--- src/rtl/pf_ctrl_pkg.sv ---
// ---------------------------------------------------------------------------
// pf_ctrl_pkg
// Shared definitions for the pipeline power-up / reload control blocks.
//   ST_IDLE/ST_LOAD/ST_FLUSH/ST_RUN : 2-bit state encodings, visible on the
//                                     sequencer's state output
//   WORD_BYTES                      : bytes per instruction word; a loaded
//                                     image must be a whole number of words
//   state_t                         : enum view of the same encodings
//   last_of_word()                  : true when the byte about to be accepted
//                                     completes a word
// ---------------------------------------------------------------------------
package pf_ctrl_pkg;

  localparam logic [1:0] ST_IDLE  = 2'b00;
  localparam logic [1:0] ST_LOAD  = 2'b01;
  localparam logic [1:0] ST_FLUSH = 2'b10;
  localparam logic [1:0] ST_RUN   = 2'b11;

  localparam int WORD_BYTES = 4;

  typedef enum logic [1:0] {
    S_IDLE  = ST_IDLE,
    S_LOAD  = ST_LOAD,
    S_FLUSH = ST_FLUSH,
    S_RUN   = ST_RUN
  } state_t;

  // (count + 1) % WORD_BYTES == 0, evaluated on the low bits of the count of
  // bytes accepted so far. WORD_BYTES is a power of two, so two bits suffice.
  function automatic logic last_of_word(input logic [1:0] count_lsb);
    return count_lsb == 2'(WORD_BYTES - 1);
  endfunction

endpackage

--- src/rtl/boot_load_sequencer_flush_counter.sv ---
// ---------------------------------------------------------------------------
// flush_counter
// Down-counter that measures a fixed window of FLUSH_CYCLES clock cycles,
// reusable for flush or stall windows.
//   clk   in  : clock, rising edge
//   rst_n in  : synchronous reset, active-low; count returns to 0
//   load  in  : start a window (count <= FLUSH_CYCLES-1)
//   en    in  : count down while the window is open
//   zero  out : count is 0; the current cycle is the last of the window
// With load on the entry edge and en held, zero is first seen FLUSH_CYCLES-1
// cycles later, so the owner spends exactly FLUSH_CYCLES cycles in the window.
// ---------------------------------------------------------------------------
module flush_counter #(
  parameter int FLUSH_CYCLES = 3
) (
  input  logic clk,
  input  logic rst_n,
  input  logic load,
  input  logic en,
  output logic zero
);

  localparam int CW = (FLUSH_CYCLES > 1) ? $clog2(FLUSH_CYCLES) : 1;

  logic [CW-1:0] cnt;

  always_ff @(posedge clk) begin
    if (!rst_n) begin
      cnt <= '0;
    end else if (load) begin
      cnt <= CW'(FLUSH_CYCLES - 1);
    end else if (en && (cnt != '0)) begin
      cnt <= cnt - CW'(1);
    end
  end

  assign zero = (cnt == '0);

endmodule

--- src/rtl/boot_load_sequencer.sv ---
// ---------------------------------------------------------------------------
// boot_load_sequencer
// Power-up / reload controller for the 5-stage pipeline. Holds the pipeline
// in reset while a byte image streams in over valid/ready, writes every byte
// to InstructionMemory and DataMemory at the same address, keeps the pipeline
// in reset for a flush window after the load, then releases it to RUN.
//   Clk        in  : clock, rising edge
//   R          in  : synchronous reset, active-low
//   start      in  : begin a (re)load; honoured in IDLE (incl. error) and RUN
//   byte_in    in  : image byte
//   byte_valid in  : byte_in valid
//   byte_last  in  : final byte of the image
//   byte_ready out : byte accepted this cycle (pure decode of LOAD)
//   mem_we     out : registered write strobe, one cycle after a transfer
//   mem_addr   out : registered write byte address
//   mem_wdata  out : registered write data
//   pipe_reset out : registered active-high pipeline reset
//   pipe_le    out : registered IF/ID load enable, 1 only in RUN
//   state      out : 00 IDLE, 01 LOAD, 10 FLUSH, 11 RUN
//   err        out : sticky overflow / misaligned-length flag
//   byte_count out : bytes accepted in the current load
// ---------------------------------------------------------------------------
module boot_load_sequencer
  import pf_ctrl_pkg::*;
#(
  parameter int ADDR_W       = 8,
  parameter int MEM_BYTES    = 256,
  parameter int FLUSH_CYCLES = 3
) (
  input  logic              Clk,
  input  logic              R,
  input  logic              start,
  input  logic [7:0]        byte_in,
  input  logic              byte_valid,
  input  logic              byte_last,
  output logic              byte_ready,
  output logic              mem_we,
  output logic [ADDR_W-1:0] mem_addr,
  output logic [7:0]        mem_wdata,
  output logic              pipe_reset,
  output logic              pipe_le,
  output logic [1:0]        state,
  output logic              err,
  output logic [ADDR_W:0]   byte_count
);

  state_t            st, st_nxt;
  logic [ADDR_W-1:0] wr_addr;
  logic              xfer;
  logic              clr_load;
  logic              err_set;
  logic              fc_load;
  logic              fc_zero;

  assign byte_ready = (st == S_LOAD);
  assign xfer       = byte_valid & byte_ready;
  assign state      = st;

  flush_counter #(
    .FLUSH_CYCLES (FLUSH_CYCLES)
  ) u_flush_counter (
    .clk   (Clk),
    .rst_n (R),
    .load  (fc_load),
    .en    (st == S_FLUSH),
    .zero  (fc_zero)
  );

  // Next-state decode. A last byte on the top address is a normal end of
  // image, so byte_last is tested before the overflow address.
  always_comb begin
    st_nxt   = st;
    clr_load = 1'b0;
    err_set  = 1'b0;
    fc_load  = 1'b0;
    case (st)
      S_IDLE, S_RUN: begin
        if (start) begin
          st_nxt   = S_LOAD;
          clr_load = 1'b1;
        end
      end
      S_LOAD: begin
        if (xfer) begin
          if (byte_last) begin
            if (last_of_word(byte_count[1:0])) begin
              st_nxt  = S_FLUSH;
              fc_load = 1'b1;
            end else begin
              st_nxt  = S_IDLE;
              err_set = 1'b1;
            end
          end else if (wr_addr == ADDR_W'(MEM_BYTES - 1)) begin
            st_nxt  = S_IDLE;
            err_set = 1'b1;
          end
        end
      end
      S_FLUSH: begin
        if (fc_zero) begin
          st_nxt = S_RUN;
        end
      end
      default: st_nxt = S_IDLE;
    endcase
  end

  // pipe_reset/pipe_le are decoded from the next state so they change on the
  // same edge as state itself.
  always_ff @(posedge Clk) begin
    if (!R) begin
      st         <= S_IDLE;
      mem_we     <= 1'b0;
      mem_addr   <= '0;
      mem_wdata  <= '0;
      wr_addr    <= '0;
      byte_count <= '0;
      err        <= 1'b0;
      pipe_reset <= 1'b1;
      pipe_le    <= 1'b0;
    end else begin
      st         <= st_nxt;
      pipe_reset <= (st_nxt != S_RUN);
      pipe_le    <= (st_nxt == S_RUN);
      mem_we     <= xfer;
      if (xfer) begin
        mem_addr  <= wr_addr;
        mem_wdata <= byte_in;
      end
      if (clr_load) begin
        wr_addr    <= '0;
        byte_count <= '0;
        err        <= 1'b0;
      end else if (xfer) begin
        wr_addr    <= wr_addr + ADDR_W'(1);
        byte_count <= byte_count + (ADDR_W + 1)'(1);
      end
      if (err_set) begin
        err <= 1'b1;
      end
    end
  end

endmodule
--- config.mk ---
export PLATFORM = sky130hd
export DESIGN_NAME = boot_load_sequencer
export DESIGN_NICKNAME = d
export VERILOG_FILES = /design/src/rtl/pf_ctrl_pkg.sv /design/src/rtl/boot_load_sequencer_flush_counter.sv /design/src/rtl/boot_load_sequencer.sv
export SDC_FILE = /design/constraint.sdc
export NUM_CORES = 1
export LEC_CHECK = 0
export ABC_AREA = 1
export BUFFER_PORTS_ARGS = -buffer_cell sky130_fd_sc_hd__buf_2
export CAP_MARGIN = 20
export CORE_ASPECT_RATIO = 1.25
export CORE_MARGIN = 2
export CORE_UTILIZATION = 43
export DETAILED_ROUTE_END_ITERATION = 10
export PLACE_DENSITY = 0.68
export SYNTH_ARGS = -nofsm -noshare
export SYNTH_HDL_FRONTEND = slang
export SYNTH_SLANG_ARGS = --single-unit
export TNS_END_PERCENT = 20
--- constraint.sdc ---
create_clock -name Clk -period 1.9 [get_ports Clk]
set_clock_uncertainty 0.15 [all_clocks]
set_input_delay 0 -clock Clk [delete_from_list [all_inputs] [get_ports Clk]]
set_output_delay 0 -clock Clk [all_outputs]
set_load 0.01 [all_outputs]
==> out/results.tsv <==
metric	value	unit
Synth Cell Area	1740	sq um
CTS clk-pin slew, worst paths	70	ps
XOR/XNOR Fraction of Synth Area	0.502	%
TNS Setup	0	ps
HP Start	mem_addr[4]	
CP delay by family, top	flip-flops	
Avg Cell Area, Syn	7.42	sq um
worst path arrival time	1800	ps
final cell count without fillers	353	
vias per inst	4.61	
I/O Buffers	44	
mux contribution to synthesized area	0	%
post-synth cell types	24	
FFs w/ async S/R, synth	0	%
Clock Path Buffers	2	
Post-Syn Nets	253	
worst-skew pair later-pin latency	290	ps
CTS root buf	clkbuf_8	
total CTS buffers	5	
combinational power share	11.9	%
Yosys warnings	0	
Max-Cap Viols	0	
post-synth top area share	47.1	%
top post-synthesis cells by count	nand2_1, dfxtp_1, nor2_1	
DIE WIDTH	61.0	um
slew margin rel.	79.4	%
largest family of logic cells by synthesized area	simple AND/OR/NAND/NOR gates	
# IOs	45	
Slew Limit Fails	0	
Routed Antenna Nets	0	
ys flop type	dfxtp_1	
1st-iter DRT viols	27	
dominant cells by area after synthesis	dfxtp_1, nand2_1, nor2_1	
number of synthesized flops with an enable pin	0	
# rows	25	
status	completed	
Final GP Congestion	0.825	
core area	3850	sq um
most common cell in the synthesized netlist	nand2_1	
sequential power share	55.0	%
die area	4580	sq um
first-pass GRT wire length	5800	um
sequential fraction of the synthesis area	47.1	%
Synth Area in Compound Gates	14.3	%
post-route minimum period	1730	ps
Seq cells post-synth	41	
Setup crit start	state[0]	
die height	75.2	um
Multi-input gate area	774	sq um
Final Hold Vio Count	0	
worst path cell trace	inv_1 > ha_1 > a21oi_4 > inv_2 > nor3_1	
dpl cells	333	
Net Sw Frac	25.3	%
total global routing overflow	0	
simple-gate share of the synthesized area	25.9	%
CTS tree	done	
Nets	316	
RSZ-0062 raised after global routing	no	
crit share post-route	91.2	%
pin count of the biggest net entering global routing	16	
Critical Path Max Stage Delay	410	ps
r2r startpoint	state[0]	
share of cells above drive strength 1	22.4	%
Buf+Inv Stages, Crit Path	2	
type of the worst min-delay path	reg2reg	
Final HPWL DP	2600	um
initial antenna violation count	0	
critical path type	reg2reg	
Int Pwr	1.23	mW
DRC	0	
Syn Inst Count	235	
CP max-delay cell	dfxtp_1	
initial core utilization	45.3	%
DRT Pass-1 Iters	5	
FF+latch area	821	sq um
Post-Synth Adder-Cell Area	3.59	%
WP data required	1960	ps
WL/cell	10.2	um
Total Routing Usage GR	16.9	%
# Post-CTS Setup Buffers	0	
final setup fails	0	
Switching Power	0.417	mW
Worst Path Max Fanout	10	
Fill cells	387	
vias	1626	
P per Cell Area	731	nW/um^2
VDD IR-drop max	0.445	mV
critical path launch point type	flop	
H-Tree Depth	2	
clock power share	33.1	%
fmax	0.577	GHz
Area Overhead vs Synth	29.1	%
CP Capture Type	flop	
Sink Count	41	
cell taking the most area after synthesis	dfxtp_1	
Worst Max-Slew Pin Slew	308	ps
P_leak	1.01	nW
vias in the first global route	1387	
Antenna diodes	0	
routed wire length	3620	um
-- cell usage in the layout (no fill, tap or decap), drive strengths merged --
master / instances
nor3b: 2
nor2: 45
nor3: 8
inv: 33
o21ai: 20
o211ai: 1
xor2: 1
clkbuf: 6
nand4: 1
a32o: 1
ha: 5
nand2: 44
dfxtp: 41
clkinv: 3
buf: 49
nand3: 3
dlygate4sd3: 12
a21oi: 24
-- power by group through the flow --
stage | clock [mW] | combinational (mW) | sequential, mW
6_report | 0.544 | 0.196 | 0.904
5_1_grt | 0.577 | 0.223 | 0.907
4_1_cts | 0.552 | 0.198 | 0.904
3_5_place_dp | 0 | 0.179 | 0.924
3_3_place_gp | 0 | 0.178 | 0.923
2_1_floorplan | 0 | 0.0954 | 0.938
-- per-stage QoR --
step / worst slack (ps) / instance area (sq um) / util (%) / hold slack, ps / total power, mW
floorplan: 219 / 1740 / - / -11.6 / 1.03
global placement: 192 / 2050 / 53.2 / 96.9 / 1.10
detailed placement: 164 / 2050 / 53.2 / 108 / 1.10
CTS: 154 / 2250 / 58.4 / 314 / 1.65
global route: 29.3 / 2250 / 58.5 / 334 / 1.71
finish: 167 / 2250 / 58.5 / 313 / 1.64
-- kinds of logic (layout without fill, tap and decap cells) --
kind of cell,count (synthesis),in the layout
adder cells (fa/ha/maj),5,5
AO/OA/AOI/OAI,46,46
XOR/XNOR,1,1
buffers and inverters,39,103
AND/OR/NAND/NOR,103,103
flip-flops,41,41
-- area by class of cell --
type                       instances  area share, %
timing repair buffer              61           16.8
clock inverter                     2          0.445
clock buffer                       6           3.22
multi-input combinational        155           34.4
sequential                        41           36.5
inverter                          34           5.67
tap                               54           3.00
-- worst paths after layout --
check             depth (start not counted)  slack (ps)             to
setup / recovery                          5         170  byte_count[3]
hold / removal                            2         310    mem_addr[4]
setup reg to reg                          5         170  byte_count[3]
hold reg to reg                           2         310    mem_addr[4]
-- sequential cells by signal (all words and copies together) (netlist names) --
register,count
byte_count,9
mem_addr,8
mem_wdata,8
wr_addr,8
state,2
u_flush_counter.cnt,2
err,1
mem_we,1
pipe_le,1
pipe_reset,1
-- per-layer routing --
layer  wire length [um]  vias to the layer above  global-route usage (%)
met4                 64                        0                    6.52
met2               1810                       31                    29.5
met5                  0                        -                       0
met1               1600                      715                    19.5
met3                136                       10                    4.30
li1                   -                      870                       -
-- worst min-delay path: stages, from the launching register on --
cell and delay, ps:
dfxtp_1 310, nand2_1 60, a21oi_1 50
-- timing repair --
action,in CTS,in global routing
hold buffers,12,0
gates resized for setup,0,1
endpoints found under the setup margin,0,1
hold endpoints to repair,27,0
No activity file was read; power rests on OpenSTA's default activity.
